**config.mk**
```make
export PLATFORM = sky130hd
export DESIGN_NAME = pipe_stall_controller
export DESIGN_NICKNAME = d
export VERILOG_FILES = /design/src/rtl/pipe_stall_controller.sv
export SDC_FILE = /design/constraint.sdc
export NUM_CORES = 1
export LEC_CHECK = 0
export BUFFER_PORTS_ARGS = -buffer_cell sky130_fd_sc_hd__buf_2
export CAP_MARGIN = 5
export CORE_AREA = 2 2 39 41
export CTS_BUF_LIST = sky130_fd_sc_hd__clkbuf_8
export CTS_CLUSTER_DIAMETER = 60
export DETAILED_ROUTE_END_ITERATION = 6
export DIE_AREA = 0 0 41 43
export GPL_TIMING_DRIVEN = 0
export HOLD_SLACK_MARGIN = 0.08
export PLACE_DENSITY = 0.79
export RECOVER_POWER = 25
export SYNTH_ARGS = -nofsm -noshare
export SYNTH_HDL_FRONTEND = slang
export SYNTH_SLANG_ARGS = --single-unit
```
**constraint.sdc**
```tcl
create_clock -name clk -period 1.8 [get_ports clk]
set_clock_uncertainty 0.2 [all_clocks]
set_input_delay 0.18 -clock clk [delete_from_list [all_inputs] [get_ports clk]]
set_output_delay 0.18 -clock clk [all_outputs]
set_load 0.05 [all_outputs]
```
**src/rtl/pipe_stall_controller.sv**
```systemverilog
// pipe_stall_controller: ID-stage interlock sequencer for the 5-stage pipeline.
// Optional statistics counters are enabled with the STALL_STATS_EN macro.
//
// Ports:
//   clk, rst           pipeline clock, synchronous active-high reset
//   Rs, Rt             source registers of the instruction in ID
//   IsBranchID         ID instruction is a branch resolved in ID
//   BranchTaken        ID branch resolved taken this cycle
//   MemReadID2EX       EX-stage instruction is a load
//   RegWriteID2EX      EX-stage instruction writes a register
//   DestID2EX          EX-stage destination register
//   MemReadEX2MEM      MEM-stage instruction is a load
//   DestEX2MEM         MEM-stage destination register
//   Hold               external freeze
//   PCWrite, IFIDWrite load enables for PC and IF/ID
//   NoOp               inject a bubble into ID/EX
//   IFFlush            clear IF/ID
//   Busy               a multi-cycle stall is in progress
//   stall_cycles, flush_count (STALL_STATS_EN only) saturating statistics
module pipe_stall_controller #(
    parameter int MAX_STALL = 2,
    parameter int CNT_W     = 16
) (
    input  logic       clk,
    input  logic       rst,
    input  logic [4:0] Rs,
    input  logic [4:0] Rt,
    input  logic       IsBranchID,
    input  logic       BranchTaken,
    input  logic       MemReadID2EX,
    input  logic       RegWriteID2EX,
    input  logic [4:0] DestID2EX,
    input  logic       MemReadEX2MEM,
    input  logic [4:0] DestEX2MEM,
    input  logic       Hold,
    output logic       PCWrite,
    output logic       IFIDWrite,
    output logic       NoOp,
    output logic       IFFlush,
    output logic       Busy
`ifdef STALL_STATS_EN
    ,
    output logic [CNT_W-1:0] stall_cycles,
    output logic [CNT_W-1:0] flush_count
`endif
);

    localparam int RW = (MAX_STALL < 1) ? 1 : $clog2(MAX_STALL + 1);

    // One-hot encoding so a corrupted state is detectable and recovers.
    typedef enum logic [1:0] {
        RUN   = 2'b01,
        STALL = 2'b10
    } state_t;

    state_t        state;
    state_t        state_nx;
    logic [RW-1:0] rem;
    logic [RW-1:0] rem_nx;
    logic [RW-1:0] need;
    logic          m_ex;
    logic          m_mem;
    int            need_raw;

    assign m_ex  = ((Rs == DestID2EX) && (Rs != 5'd0)) ||
                   ((Rt == DestID2EX) && (Rt != 5'd0));
    assign m_mem = ((Rs == DestEX2MEM) && (Rs != 5'd0)) ||
                   ((Rt == DestEX2MEM) && (Rt != 5'd0));

    // Bubbles needed: maximum over every hazard that applies, clamped.
    always_comb begin
        need_raw = 0;
        if (MemReadID2EX && m_ex)
            need_raw = 1;
        if (IsBranchID && RegWriteID2EX && !MemReadID2EX && m_ex)
            need_raw = 1;
        if (IsBranchID && MemReadEX2MEM && m_mem)
            need_raw = 1;
        if (IsBranchID && MemReadID2EX && m_ex)
            need_raw = 2;
        if (need_raw > MAX_STALL)
            need = RW'(MAX_STALL);
        else
            need = RW'(need_raw);
    end

    always_comb begin
        state_nx  = state;
        rem_nx    = rem;
        PCWrite   = 1'b1;
        IFIDWrite = 1'b1;
        NoOp      = 1'b0;
        IFFlush   = 1'b0;
        Busy      = 1'b0;
        if (!rst) begin
            case (state)
                RUN: begin
                    if (Hold) begin
                        PCWrite   = 1'b0;
                        IFIDWrite = 1'b0;
                    end else if (need != '0) begin
                        // First bubble goes out in the detection cycle.
                        PCWrite   = 1'b0;
                        IFIDWrite = 1'b0;
                        NoOp      = 1'b1;
                        rem_nx    = need - RW'(1);
                        state_nx  = (need > RW'(1)) ? STALL : RUN;
                    end else begin
                        IFFlush = BranchTaken;
                    end
                end
                STALL: begin
                    Busy      = 1'b1;
                    PCWrite   = 1'b0;
                    IFIDWrite = 1'b0;
                    if (!Hold) begin
                        NoOp = 1'b1;
                        if (rem <= RW'(1)) begin
                            rem_nx   = '0;
                            state_nx = RUN;
                        end else begin
                            rem_nx = rem - RW'(1);
                        end
                    end
                end
                default: begin
                    PCWrite   = 1'b0;
                    IFIDWrite = 1'b0;
                    rem_nx    = '0;
                    state_nx  = RUN;
                end
            endcase
        end
    end

    always_ff @(posedge clk) begin
        if (rst) begin
            state <= RUN;
            rem   <= '0;
        end else begin
            state <= state_nx;
            rem   <= rem_nx;
        end
    end

`ifdef STALL_STATS_EN
    // NoOp and IFFlush are never high under Hold, so Hold needs no gating.
    always_ff @(posedge clk) begin
        if (rst) begin
            stall_cycles <= '0;
            flush_count  <= '0;
        end else begin
            if (NoOp && (stall_cycles != '1))
                stall_cycles <= stall_cycles + CNT_W'(1);
            if (IFFlush && (flush_count != '1))
                flush_count <= flush_count + CNT_W'(1);
        end
    end
`endif

endmodule
```
==> results_dict.tcl <==
set metrics [dict create \
    outcome "finished, violations left" \
    violations "setup timing" \
    drtAntennaViolNets 0 \
    cp-start-kind "input port" \
    p_leak_uw 0.000529 \
    drive_gt1_frac 0.573 \
    cts_tree "built" \
    synth_compound_area_frac 0.176 \
    fin_area_mm2 0.00123 \
    drtIter0Drc 34 \
    vias 856 \
    coreArea_mm2 0.00138 \
    ioPinCount 33 \
    path_clk_slew_ns 0.03 \
    fin_nets 156 \
    root_buffer "clkbuf_8" \
    rows 14 \
    die_y_um 43 \
    final_common_cell "buf_6" \
    fillerInstances 54 \
    synth_nets 106 \
    worst_ir_drop_vdd_mv 0.452 \
    synth_cell_types 23 \
    power_uw 518 \
    synthAdderAreaFrac 0.0441 \
    drc 0 \
    worstHoldPathType "input port to register" \
    fp.dieArea_mm2 0.00176 \
    place_area_um2 808 \
    tns_ns -1.90 \
    grt_pass1_vias 732 \
    slowest_delay_ns 0.32 \
    crit_path_max_fanout 2 \
    grt_util_all_layers 0.259 \
    synthXorXnorAreaFrac 0.308 \
    cts_hold_buf 0 \
    r2r_start "state[0]" \
    clk_latency_ns 0.22 \
    maxSlewViolCount 0 \
    multi_input_area_um2 639 \
    synth_seq_cells 4 \
    fin_crit_sh 1.19 \
    start_util 0.410 \
    via_per_inst 6.11 \
    path_common_cell "buf_6" \
    worst_setup_path_end_kind "output pin" \
    drtPass1Iterations 4 \
    synthCells 76 \
    period_minus_slack_ns 2.15 \
    wirelength_um 3150 \
    gp_congestion 0.734 \
    crit_family "compound AO/OA/AOI/OAI gates" \
    seq_area_um2 80.1 \
    crit_type "input port to output pin" \
    yosys_most_used_dff "dfxtp_1" \
    cts_buffers 3 \
    finalWorstSetupSlack_ns -0.348 \
    synth_seq_area_share 0.141 \
    synth_edf_count 0 \
    setup_viol 8 \
    area_growth_pct 117 \
    avgRoutedWirePerCell_um 22.5 \
    synthMuxAreaShare 0.0551 \
    layout_common_cells "buf_6 (22), buf_2 (13), xnor2_1 (8), xor2_1 (8), nand2_1 (8)" \
    async_flop_share 0 \
    max-clock-path-buffers 2 \
    syn-mean-instance-area_um2 7.47 \
    startpoint "DestID2EX[4]" \
    grt_max_degree 7 \
    htreeDepth 1 \
    worstHoldStart "rst" \
    finalHoldViolations 0 \
    hold_slack_ns 0.148 \
    synthSimpleGateAreaFrac 0.229 \
    rsz0062_at_grt "yes" \
    path_cells "buf_6, xor2_1, nor3_2, nand4_1, a21oi_4, o21ai_2, a2111oi_4, buf_6" \
    dpl.hpwl_um 1280 \
    power_density_mw_per_mm2 421 \
    cpMaxStageDelayCell "a2111oi_4" \
    antenna_cells 0 \
    synth_top_family_by_area "XOR/XNOR gates" \
    syn-cell-area_um2 568 \
    arrival_ns 1.77 \
    maxCapViolations 0 \
    die_w_um 41 \
    grt_pass1_wl_um 3010 \
    clock_sinks 4 \
    worst_pin_slew_ns 0.483 \
    max_freq_mhz 466 \
    cp.required_ns 1.42 \
    crit_buf_inv 2 \
    ys_warn_count 0 \
    relSlewSlack 0.676 \
    grt_antenna_before_repair 0 \
    portBuffers 32 \
    grt-ovfl-total 0 \
]
-- per-stage QoR --
step                 util  worst slack, ns  instances
finish              0.891           -0.348        140
global route        0.891           -0.398        140
floorplan               -           -0.309         76
detailed placement  0.584           -0.441        124
global placement    0.584           -0.433        124
CTS                 0.779           -0.194        136
-- where the power goes --
| part | internal (uW) | switching (uW) | total (uW) |
|---|---|---|---|
| logic | 118 | 123 | 240 |
| clock network | 143 | 46.0 | 189 |
| registers | 89.3 | 0.0792 | 89.4 |
| total | 349 | 169 | 518 |
-- kinds of logic after synthesis --
kind of cell,Yosys count
DFF,4
AOI/OAI and AO/OA,12
muxes,3
adders and majority gates,2
xor gates and xnor gates,20
buffers and inverters,6
and+or+nand+nor,29
-- final timing paths --
| kind | endpoint | slack [ns] | cells after the start |
|---|---|---|---|
| hold reg to reg | rem[1] | 0.27 | 1 |
| hold / removal | rem[0] | 0.15 | 4 |
| setup / recovery | NoOp | -0.35 | 8 |
| setup reg to reg | state[0] | -0.23 | 5 |
-- sequential cells by signal, indices dropped and copies added, names as in the netlist --
register  count
rem           2
state         2
-- tightest hold or removal path: stages --
cell and delay (ns):
buf_2 0.15, nor2_1 0.05, o21ai_0 0.07, mux2i_1 0.06
-- routing by layer --
metal / track usage / part of all wire
met5: 0 / 0
met4: 0.113 / 0.068
met2: 0.506 / 0.52
met3: 0.0366 / 0.096
met1: 0.232 / 0.31
-- cell usage after synthesis (all sizes together), types with 2 or more instances --
cell   count  share of area
a21oi      4          0.048
dfxtp      4           0.14
ha         2          0.044
inv        5          0.033
mux2i      2          0.035
nand2     10          0.066
nand4      4          0.044
nor2       7          0.046
nor3       6          0.053
o21ai      3          0.026
xnor2      8           0.12
xor2      12           0.19
-- repair_timing --
action / CTS / global route
buffers inserted: 9 / 5
resized for setup: 39 / 29
cloned: 0 / 0
pin swaps: 13 / 13
setup endpoints to repair: 4 / 9
-- area by class of cell --
cell class | count | area share
sequential | 4 | 0.0650
inverter | 5 | 0.0152
multi-input combinational | 66 | 0.519
buffer | 1 | 0.00914
timing repair buffer | 45 | 0.342
tap | 16 | 0.0162
clock buffer | 3 | 0.0335
(Power assumes the default switching activity.)
